$ cat config.mk
export PLATFORM = sky130hd
export DESIGN_NAME = uart_rx
export DESIGN_NICKNAME = d
export VERILOG_FILES = /design/src/rtl/uart_pkg.sv /design/src/rtl/uart_sync.sv /design/src/rtl/uart_rx.sv
export SDC_FILE = /design/constraint.sdc
export NUM_CORES = 1
export LEC_CHECK = 0
export ABC_AREA = 1
export CORE_MARGIN = 2
export CORE_UTILIZATION = 35
export DETAILED_ROUTE_END_ITERATION = 8
export SETUP_SLACK_MARGIN = 0.3
export SLEW_MARGIN = 25
export SYNTH_ARGS = -nofsm -noshare
export SYNTH_HDL_FRONTEND = slang
export SYNTH_SLANG_ARGS = --single-unit
$ cat constraint.sdc
create_clock -name clk_i -period 1.6 [get_ports clk_i]
set_input_delay 0.16 -clock clk_i [delete_from_list [all_inputs] [get_ports clk_i]]
set_output_delay 0.16 -clock clk_i [all_outputs]
set_load 0.1 [all_outputs]
$ cat src/rtl/uart_pkg.sv
// Shared UART definitions: FSM state encoding, data width and baud tick helper.
`timescale 1ns/1ps
package uart_pkg;

   typedef enum logic [2:0] {
      IDLE,
      START,
      DATA,
      PARITY,
      STOP
   } uart_state_t;

   localparam int DATA_BITS = 8;

   function automatic int calc_ticks(input int clk_hz, input int baud);
      return clk_hz / baud;
   endfunction

endpackage

$ cat src/rtl/uart_sync.sv
// Multi-bit 2-FF synchroniser for asynchronous inputs; RST_VAL sets each bit's reset level.
`timescale 1ns/1ps
module uart_sync #(
   parameter int               WIDTH   = 1,
   parameter logic [WIDTH-1:0] RST_VAL = '1
) (
   input  logic             clk,
   input  logic             rst_n,
   input  logic [WIDTH-1:0] d,
   output logic [WIDTH-1:0] q
);

   genvar gi;
   generate
      for (gi = 0; gi < WIDTH; gi++) begin : g_bit
         logic meta_reg;
         logic sync_reg;

         always_ff @(posedge clk or negedge rst_n) begin
            if (!rst_n) begin
               meta_reg <= RST_VAL[gi];
               sync_reg <= RST_VAL[gi];
            end else begin
               meta_reg <= d[gi];
               sync_reg <= meta_reg;
            end
         end

         assign q[gi] = sync_reg;
      end
   endgenerate

endmodule

$ cat src/rtl/uart_rx.sv
// UART receiver, 8N1 by default; define UART_RX_PARITY_EN for 8E1 with even parity checking.
`timescale 1ns/1ps
module uart_rx
   import uart_pkg::*;
#(
   parameter int CLK  = 50000000,
   parameter int BAUD = 115200
) (
   input  logic       clk_i,
   input  logic       rst_n_i,
   input  logic       rx_i,
   output logic [7:0] rx_data_o,
   output logic       rx_valid_o,
   output logic       frame_err_o,
   output logic       parity_err_o,
   output logic       idle_o
);

   localparam int BIT_TICKS  = calc_ticks(CLK, BAUD);
   localparam int HALF_TICKS = BIT_TICKS / 2;
   localparam int CNT_W      = $clog2(BIT_TICKS);
   localparam int IDX_W      = $clog2(DATA_BITS);
   localparam logic [CNT_W-1:0] BIT_LAST  = CNT_W'(BIT_TICKS - 1);
   localparam logic [CNT_W-1:0] HALF_LAST = CNT_W'(HALF_TICKS - 1);
   localparam logic [IDX_W-1:0] IDX_LAST  = IDX_W'(DATA_BITS - 1);

   logic rx_s;

   uart_sync #(
      .WIDTH   (1),
      .RST_VAL (1'b1)
   ) u_sync (
      .clk   (clk_i),
      .rst_n (rst_n_i),
      .d     (rx_i),
      .q     (rx_s)
   );

   uart_state_t          state_reg, state_next;
   logic [CNT_W-1:0]     tick_reg, tick_next;
   logic [IDX_W-1:0]     idx_reg, idx_next;
   logic [DATA_BITS-1:0] shift_reg, shift_next;
   logic [7:0]           data_reg, data_next;
   logic                 valid_reg, valid_next;
   logic                 ferr_reg, ferr_next;
`ifdef UART_RX_PARITY_EN
   logic                 parity_reg, parity_next;
   logic                 perr_reg, perr_next;
`endif
   logic                 sample;

   always_ff @(posedge clk_i or negedge rst_n_i) begin
      if (!rst_n_i) begin
         state_reg  <= IDLE;
         tick_reg   <= '0;
         idx_reg    <= '0;
         shift_reg  <= '0;
         data_reg   <= 8'h00;
         valid_reg  <= 1'b0;
         ferr_reg   <= 1'b0;
`ifdef UART_RX_PARITY_EN
         parity_reg <= 1'b0;
         perr_reg   <= 1'b0;
`endif
      end else begin
         state_reg  <= state_next;
         tick_reg   <= tick_next;
         idx_reg    <= idx_next;
         shift_reg  <= shift_next;
         data_reg   <= data_next;
         valid_reg  <= valid_next;
         ferr_reg   <= ferr_next;
`ifdef UART_RX_PARITY_EN
         parity_reg <= parity_next;
         perr_reg   <= perr_next;
`endif
      end
   end

   always_comb begin
      state_next  = state_reg;
      tick_next   = tick_reg + CNT_W'(1);
      idx_next    = idx_reg;
      shift_next  = shift_reg;
      data_next   = data_reg;
      valid_next  = 1'b0;
      ferr_next   = 1'b0;
`ifdef UART_RX_PARITY_EN
      parity_next = parity_reg;
      perr_next   = 1'b0;
`endif
      // START waits only half a bit so every later sample lands mid-bit
      sample = (state_reg == START) ? (tick_reg == HALF_LAST) : (tick_reg == BIT_LAST);
      if (sample) begin
         tick_next = '0;
      end

      case (state_reg)
         IDLE: begin
            tick_next = '0;
            if (!rx_s) begin
               state_next = START;
            end
         end
         START: begin
            if (sample) begin
               if (!rx_s) begin
                  state_next = DATA;
                  idx_next   = '0;
               end else begin
                  state_next = IDLE;
               end
            end
         end
         DATA: begin
            if (sample) begin
               shift_next = {rx_s, shift_reg[DATA_BITS-1:1]};
               idx_next   = idx_reg + IDX_W'(1);
               if (idx_reg == IDX_LAST) begin
`ifdef UART_RX_PARITY_EN
                  state_next = PARITY;
`else
                  state_next = STOP;
`endif
               end
            end
         end
`ifdef UART_RX_PARITY_EN
         PARITY: begin
            if (sample) begin
               parity_next = rx_s;
               state_next  = STOP;
            end
         end
`endif
         STOP: begin
            if (sample) begin
               state_next = IDLE;
               if (rx_s) begin
`ifdef UART_RX_PARITY_EN
                  if (^{shift_reg, parity_reg}) begin
                     perr_next = 1'b1;
                  end else begin
                     data_next  = shift_reg;
                     valid_next = 1'b1;
                  end
`else
                  data_next  = shift_reg;
                  valid_next = 1'b1;
`endif
               end else begin
                  ferr_next = 1'b1;
               end
            end
         end
         default: begin
            state_next = IDLE;
         end
      endcase
   end

   assign rx_data_o   = data_reg;
   assign rx_valid_o  = valid_reg;
   assign frame_err_o = ferr_reg;
   assign idle_o      = (state_reg == IDLE);
`ifdef UART_RX_PARITY_EN
   assign parity_err_o = perr_reg;
`else
   assign parity_err_o = 1'b0;
`endif

endmodule
# [Word-level counts from Yosys, hierarchy flattened]
# Index checks and enable logic that the tools add are counted.
[word_totals] output_inout_bits=12 in_bits=3 regBits=35 wordCells=49
[classes] n_eq_ne=12 n_reduce_logical=6 mux=20 add_sub_neg=2
[op_table] op="two-way mux 3 bit" n=8
[op_table] op="two-way mux 9 bit" n=2
[op_table] op="!= test 2 bit (second input constant)" n=6
[op_table] op="case mux 3 bit (4 select lines)" n=1
[op_table] op="adder 9 x 1 -> 9 bit (second input constant)" n=1
[op_table] op="equality test 9 x 8 -> 1 bit (second input constant)" n=1
[op_table] op="equality test 9 bit (second input constant)" n=1
[op_table] op="two-way mux 1 bit" n=7
[op_table] op="equality test 3 bit (second input constant)" n=2
[op_table] op="case mux 3 bit (2 select lines)" n=1
[op_table] op="AND reduction 5 bit" n=1
[op_table] op="AND reduction 4 bit" n=1
[op_table] op="adder 3 x 1 -> 3 bit (second input constant)" n=1
[op_table] op="equality test 3 x 1 -> 1 bit (second input constant)" n=1
[op_table] op="equality test 3 x 2 -> 1 bit (second input constant)" n=1
[op_table] op="zero test 3 bit" n=1
[op_table] op="AND reduction 3 bit" n=1
[op_table] op="two-way mux 2 bit" n=1
[op_table] op="AND reduction 2 bit" n=1
[op_table] op="nonzero test 2 bit" n=1

# [Logic depth before layout (Yosys ltp)]
# Gate-level depths: netlist (run 1).
[logic_depth] ltp_word=4 ltp_mapped=12 mapped_depth_nobuf=10

# [Modules after synthesis]
# A second synthesis (run 1) with hierarchy kept.
[unflattened] cells_unflattened=197 hier_area_um2=1700.4
[by_module_without_submodules] mod="uart_rx" area_each_um2=1647.8 seq_area_each_um2=825.8 n_inst=1 cells_each=195
[by_module_without_submodules] mod="uart_sync" area_each_um2=52.6 seq_area_each_um2=52.6 n_inst=1 cells_each=2

# [Least setup slack after synthesis (run 1)]
# OpenSTA, ideal clock, no wires.
[synth_timing] path_type="reg2reg" from="register state_reg[0]" to="register state_reg[0]" slack_ns=0.038 path_buffers=0 period_less_slack_ns=1.562 required_time_ns=1.531 setup_time_ns=0.069 path_stages_with_launch=6 t_arrival_ns=1.494 cell_sequence="dfrtp_1 -> inv_1 -> nand3_1 -> inv_1 -> nand3_1 -> nand2_1"
[synth_between] word_cells_on_any_way=12 cone_classes="eq/ne (8); mux (2); reduce/logical (2)"
[synth_lines] element="start: declaration" line="uart_rx.sv:39" source="uart_state_t state_reg, state_next;"
[synth_lines] element="start signal: assignment" line="uart_rx.sv:66" source="state_reg <= state_next;"
[synth_lines] element="zero test 3 bit *"
[synth_lines] element="net idle_o" line="uart_rx.sv:16" source="output logic idle_o"
[synth_lines] element="!= test 2 bit (no line)"
[synth_lines] element="AND reduction 5 bit (no line)"
# Mark *: on every way through the listed nets, which the timed path passes. The rest lies on a longest branch.
# A chain may end at the register's enable or synchronous reset.

# [Worst setup path in the final report (run 1)]
[layout_timing] from="register tick_reg[8]" to="register idx_reg[0]"
[layout_between] elab_chain_len=4 word_cells_on_any_way=6 cone_classes="eq/ne (4); mux (1); reduce/logical (1)"
[layout_rtl] element="start: declaration" line="uart_rx.sv:40" source="logic [CNT_W-1:0] tick_reg, tick_next;"
[layout_rtl] element="start signal: assignment" line="uart_rx.sv:67" source="tick_reg <= tick_next;"
[layout_rtl] element="equality test 9 bit / equality test 9 x 8 -> 1 bit (equally long branches)" line="uart_rx.sv:93" source="sample = (state_reg == START) ? (tick_reg == HALF_LAST) : (tick_reg == BIT_LAST);"
[layout_rtl] element="two-way mux 1 bit *" line="uart_rx.sv:93"
[layout_rtl] element="!= test 2 bit (no line)"
[layout_rtl] element="AND reduction 4 bit (no line) *"
[layout_rtl] element="end signal: assignment" line="uart_rx.sv:68" source="idx_reg <= idx_next;"
[layout_rtl] element="end: declaration" line="uart_rx.sv:41" source="logic [IDX_W-1:0] idx_reg, idx_next;"
# Every way passes the cells marked *; elsewhere a longest branch is shown, timed or not.

==> reports/metrics.csv, run 1 <==
metric;value;unit
status;finished, final reports clean;
Static Leak;1.316;nW
Std-Cell Rows;25;
Post-Syn Area;0.001724;mm²
Design Power;1.653;mW
# diodes;0;
syn_nets;217;
Post-synth top flop;dfrtp_1;
layout cells sized above 1;0.4312;
clk_skew;0.008070;ns
yosys warns;0;
CTS buffer count;5;
Die ar.;0.005503;mm²
Core Box Area;0.004723;mm²
clock tree buffer depth;2;
DR iter-0 viols;117;
CTS clk-pin slew, worst paths;0.07;ns
Final Hold Viols;0;
drt pass-1 iters;4;
HPWL after DPL;2497;µm
CTS tree;yes;
GPL Wtd Cong;0.8243;
fill cell count;404;
Comb pwr share;0.026;
CTS Hold Bufs;0;
worst setup margin;0.1098;ns
ys async rst share;1.000;
Yosys top cell by area;dfrtp_1;
Pint;1.291;mW
nets;274;
gr usage total;0.1642;
average instance area after synthesis;8.171;µm²
IO Port Bufs;13;
top cell type's share of synthesized area;0.4790;
Setup crit end kind;flop;
main area contributors after synthesis;dfrtp_1 48%, nand2_1 14%, nand3_1 7.0%, nand4_1 5.8%, inv_1 4.6%;
min cycle time layout;1.490;ns
vias in the first global route;1474;
Die Span Y;74.19;µm
clk sink count;35;
critical-path maximum fanout;6;
Sw Pwr;361.9;µW
sw frac;0.2189;
H-tree levels;2;
# DRC;0;
Layout area overhead;56.17;%
first-pass GRT wire length;6858;µm
Avg WL per Cell;12.61;µm
Clock power frac;0.433;
Via density;4.717;
RSZ-0062 raised after global routing;true;
Commonest cells post-synth;66 x nand2_1, 33 x dfrtp_1, 24 x nand3_1;
most frequent cell after synthesis;nand2_1;
Max Cap Viol;0;
register area share after synthesis;0.5094;
CP Data Required Time;1.78;ns
Critical Path AT;1.67;ns
fmax;671.0;MHz
Final ANT Viol Nets;0;
number of flip-flops in the largest register;9;
startpoint types;flop;
EDFF count, synth;0;
worst skew pair latency;0.29;ns
VDD IR max;408.4;µV
Synth cell types;25;
kind of critical path;flop to flop;
chip width;74.19;µm
Final TNS setup;0;ns
Final setup viols;0;
pin count of the biggest net entering global routing;36;
worst r2r path cells;10;
Routed Wire Length;4238;µm
initial core utilization;0.3650;
antenna violations before repair;0;
GR Overflow Total;0;
# IOs;15;
fin crit share;0.9314;
Setup Slack @ Placement;0.04796;ns
post-synthesis cell count;211;
vias;1585;
pwr dens;613.9;mW/mm²
CTS root buf;clkbuf_8;
Reg power frac;0.541;
worst min-delay path class;input port to asynchronous set/reset pin;
#FFs+latches synth;35;
Slew Viols, Final;0;
[cells by family (layout without fill, tap and decap cells)]
group | Yosys count | after routing | share of synthesized area
simple gates | 130 | 131 | 0.3447
buf+inv | 33 | 90 | 0.08200
fa+ha+maj | 3 | 3 | 0.02177
flops | 35 | 35 | 0.5094
other cells | 1 | 1 | 0.002175
compound gates | 5 | 5 | 0.01959
xor+xnor | 4 | 4 | 0.02032
[per-layer routing]
metal / global-route usage / part of all wire / up-vias
li1: - / - / 790
met1: 0.2367 / 0.48 / 759
met2: 0.2391 / 0.47 / 29
met3: 0.03659 / 0.029 / 7
met4: 0.06667 / 0.015 / 0
met5: 0 / 0 / -
[what timing repair did]
| item | CTS | global route |
|---|---|---|
| resized for setup | 26 | 26 |
| setup endpoints to repair | 33 | 34 |
| gates cloned | 1 | 0 |
| pin swaps | 16 | 15 |
| buffers inserted | 19 | 10 |
[placed cells by master, fill, tap and decap left out, drive strengths merged]
cell / n
a21oi: 1
buf: 55
clkbuf: 7
clkdlybuf4s50: 2
clkinvlp: 3
conb: 1
dfrtp: 33
dfstp: 2
ha: 3
inv: 23
nand2: 69
nand3: 25
nand4: 16
nor2: 17
nor3: 4
o21ai: 3
o22ai: 1
xnor2: 1
xor2: 3
[power groups by stage]
stage / Sequential (mW) / Combinational [mW] / Clock (mW)
final: 0.895 / 0.0422 / 0.716
after global routing: 0.894 / 0.0475 / 0.777
after CTS: 0.894 / 0.0425 / 0.734
after detailed placement: 0.911 / 0.0424 / 0
after global placement: 0.911 / 0.0428 / 0
after floorplan: 0.907 / 0.0181 / 0
[area by class of cell]
class                   count  area [µm²]  share of cell area
multi-input cells         144       899.6              0.3341
flip-flops and latches     35       879.6              0.3267
repair buffers             57       621.8              0.2309
inverters                  25       103.9             0.03857
clock buffers               7       96.34             0.03578
well taps                  67       83.83             0.03113
clock inverters             1       7.507            0.002788
[metrics by stage]
step	hold slack, ns	instance area [µm²]	util	instances
2_1_floorplan	-0.1356	1759	-	211
3_3_place_gp	0.3457	2173	0.4601	298
3_5_place_dp	0.3472	2173	0.4601	298
4_1_cts	0.2431	2524	0.5343	326
5_1_grt	0.2509	2693	0.5701	336
6_report	0.2359	2693	0.5701	336
[critical path, cell delays in order, from the launching register on]
cell	delay [ns]
dfrtp_1	0.42
nand2_1	0.08
nor2_1	0.11
nand2_1	0.10
nand2_2	0.10
nand2_2	0.07
nor2_4	0.14
buf_12	0.16
nand2_8	0.07
nand2_4	0.08
o21ai_2	0.04
[worst paths after layout]
path                                                from                        to  slack, ns
worst min register to register  u_sync.g_bit[0].meta_reg                  u_sync.q       0.36
min in group clk_i                                  rx_i  u_sync.g_bit[0].meta_reg       0.28
max in group asynchronous                        rst_n_i  u_sync.g_bit[0].meta_reg       1.11
worst min-delay path                             rst_n_i               tick_reg[4]       0.24
worst max-delay path                         tick_reg[8]                idx_reg[0]       0.11
worst max register to register               tick_reg[8]                idx_reg[0]       0.11
No activity file was read; power rests on OpenSTA's default activity.
==> run 2, diff against run 1 <==
- HOLD_SLACK_MARGIN: unset -> 0.15
==> results of run 2 <==
Same layout as run 1: the final DEF is identical, and so are final timing and power.
==> run 3, diff against run 2 <==
- PLACE_DENSITY_LB_ADDON: unset -> 0.08
==> run 3 against run 2 <==
  * Clock-buffer cell count is 1 lower
  * Final area is 0.46% lower
  * Clock power rose by 32%
  * Routed wire length rose by 3.3%
  * Utilization down 0.26 points
  * Die area stayed put
  * Sequential share of layout area is 0.15 points higher
  * Register-to-register slack worse by 0.08 ns
  * Via count is 1.0% higher
  * Clock skew is 0.0039 ns higher
  * Critical path type unchanged
  * Critical endpoint is now shift_reg[3]
==> reports/metrics.csv, run 3 (synthesis gave the netlist of run 1 again) <==
metric;value;unit;change
Max Cap Viol;0;;unchanged
worst setup margin;0.02579;ns;was 0.1098 ns
CTS buffer count;5;;unchanged
clk_skew;0.01201;ns;was 0.008070 ns
Hold Slack;0.2843;ns;was 0.2359 ns
CTS tree;yes;;unchanged
fin crit share;0.9839;;was 0.9314
flip-flop and latch area;879.6;µm²;unchanged
CP Data Required Time;1.78;ns;about the same
kind of critical path;flop to flop;;unchanged
CTS clk-pin slew, worst paths;0.08;ns;was 0.07 ns
layout cells sized above 1;0.4323;;was 0.4312
H-tree levels;2;;unchanged
initial core utilization;0.3650;;unchanged
startpoint types;flop;;unchanged
worst skew pair latency;0.29;ns;about the same
worst min-delay path class;input port to asynchronous set/reset pin;;unchanged
Layout area overhead;55.44;%;was 56.17%
critical-path maximum fanout;5;;was 6
Static Leak;1.334;nW;was 1.316 nW
Die Span Y;74.19;µm;unchanged
VDD IR max;391.2;µV;was 408.4 µV
Final Hold Viols;0;;unchanged
Design Area, Final;0.002680;mm²;was 0.002693 mm²
fill cell count;415;;was 404
Final ANT Viol Nets;0;;unchanged
fmax;635.2;MHz;was 671.0 MHz
pin count of the biggest net entering global routing;36;;unchanged
worst r2r path cells;11;;was 10
clock tree buffer depth;2;;unchanged
# IOs;15;;unchanged
most frequent cells in the layout;37 x nand2_1, 32 x buf_4, 32 x dfrtp_1, 27 x nand2_2, 20 x nand3_1;;was 45 x nand2_1, 35 x buf_4, 32 x dfrtp_1, 18 x nand3_1, 17 x nand2_2
drt pass-1 iters;4;;unchanged
most common cell after layout, fill and taps aside;nand2_1;;unchanged
Inst Count DP;296;;was 298
HPWL after DPL;2622;µm;was 2497 µm
gr usage total;0.1687;;was 0.1642
Avg WL per Cell;13.15;µm;was 12.61 µm
chip width;74.19;µm;unchanged
Critical Path AT;1.76;ns;was 1.67 ns
GR Overflow Total;0;;unchanged
pwr dens;700.8;mW/mm²;was 613.9 mW/mm²
Via density;4.808;;was 4.717
Setup Slack @ Placement;0.07061;ns;was 0.04796 ns
IO Port Bufs;13;;unchanged
# diodes;0;;unchanged
area of the multi-input gates;873.3;µm²;was 899.6 µm²
min cycle time layout;1.574;ns;was 1.490 ns
CTS Hold Bufs;0;;unchanged
Std-Cell Rows;25;;unchanged
RSZ-0062 raised after global routing;true;;unchanged
CTS root buf;clkbuf_8;;unchanged
final non-filler cell total;333;;was 336
GPL Wtd Cong;0.9485;;was 0.8243
clk sink count;35;;unchanged
vias in the first global route;1501;;was 1474
Final setup viols;0;;unchanged
DP Area;0.002146;mm²;was 0.002173 mm²
Die ar.;0.005503;mm²;unchanged
vias;1601;;was 1585
# DRC;0;;unchanged
number of flip-flops in the largest register;9;;unchanged
Setup crit end kind;flop;;unchanged
Routed Wire Length;4379;µm;was 4238 µm
first-pass GRT wire length;6996;µm;was 6858 µm
Slew Viols, Final;0;;unchanged
status;finished, final reports clean;;unchanged
DR iter-0 viols;96;;was 117
Core Box Area;0.004723;mm²;unchanged
antenna violations before repair;0;;unchanged
nets;271;;was 274
[run 3: cell count changes in the layout (fill, tap and decap cells not counted), sizes merged]
| cell | before | now |
|---|---|---|
| clkinvlp | 3 | 1 |
| inv | 23 | 24 |
| bufinv | 0 | 2 |
| buf | 55 | 52 |
| clkbuf | 7 | 6 |
[run 3: area by class of cell]
class | count | area share
sequential | 35 | 0.3282
clock buffer | 6 | 0.02708
inverter | 25 | 0.03828
tap | 67 | 0.03128
multi-input combinational | 144 | 0.3259
timing repair buffer | 54 | 0.2269
clock inverter | 2 | 0.02241
[run 3: per-layer routing]
metal  vias to the layer above  global-route usage  wire length (µm)
met5                         -                   0                 0
met4                         0             0.06465                70
met3                         8             0.03252               124
met2                        28              0.2589              2153
met1                       780              0.2367              2030
li1                        785                   -                 -
[run 3: power breakdown]
group          internal [mW]  switching [mW]
logic                0.00701          0.0303
registers              0.889         0.00498
clock network          0.623           0.324
[run 3: path summary, 6_finish.rpt]
check	start	end	slack (ns)
hold / removal	rst_n_i	tick_reg[6]	0.28
setup / recovery	tick_reg[5]	shift_reg[3]	0.03
max in group asynchronous	rst_n_i	state_reg[0]	0.95
hold reg to reg	u_sync.g_bit[0].meta_reg	u_sync.q	0.36
min in group clk_i	rx_i	u_sync.g_bit[0].meta_reg	0.28
setup reg to reg	tick_reg[5]	shift_reg[3]	0.03
[run 3: worst max-delay path, stage by stage (launching register included)]
cell and delay (ns):
dfrtp_1 0.39, buf_4 0.13, nand2_1 0.10, nor2_4 0.12, nand2_2 0.08, nand2_2 0.08, nand2_2 0.06, nor2_4 0.15
buf_6 0.17, nand2_8 0.08, nand2_2 0.06, nand2_2 0.04
[run 3: what timing repair did]
item	in CTS	in global routing
cloned	1	1
setup endpoints to repair	33	34
hold endpoints to repair	0	0
gates resized for setup	17	36
pin swaps	9	20
setup buffers	16	11
[run 3: through the flow]
stage | setup TNS, ns | util | power, mW
after floorplan | 0 | - | 0.9252
after global placement | 0 | 0.4543 | 0.9489
after detailed placement | 0 | 0.4543 | 0.9493
after CTS | 0 | 0.5266 | 1.892
after global routing | -0.8150 | 0.5674 | 1.939
final | 0 | 0.5674 | 1.878
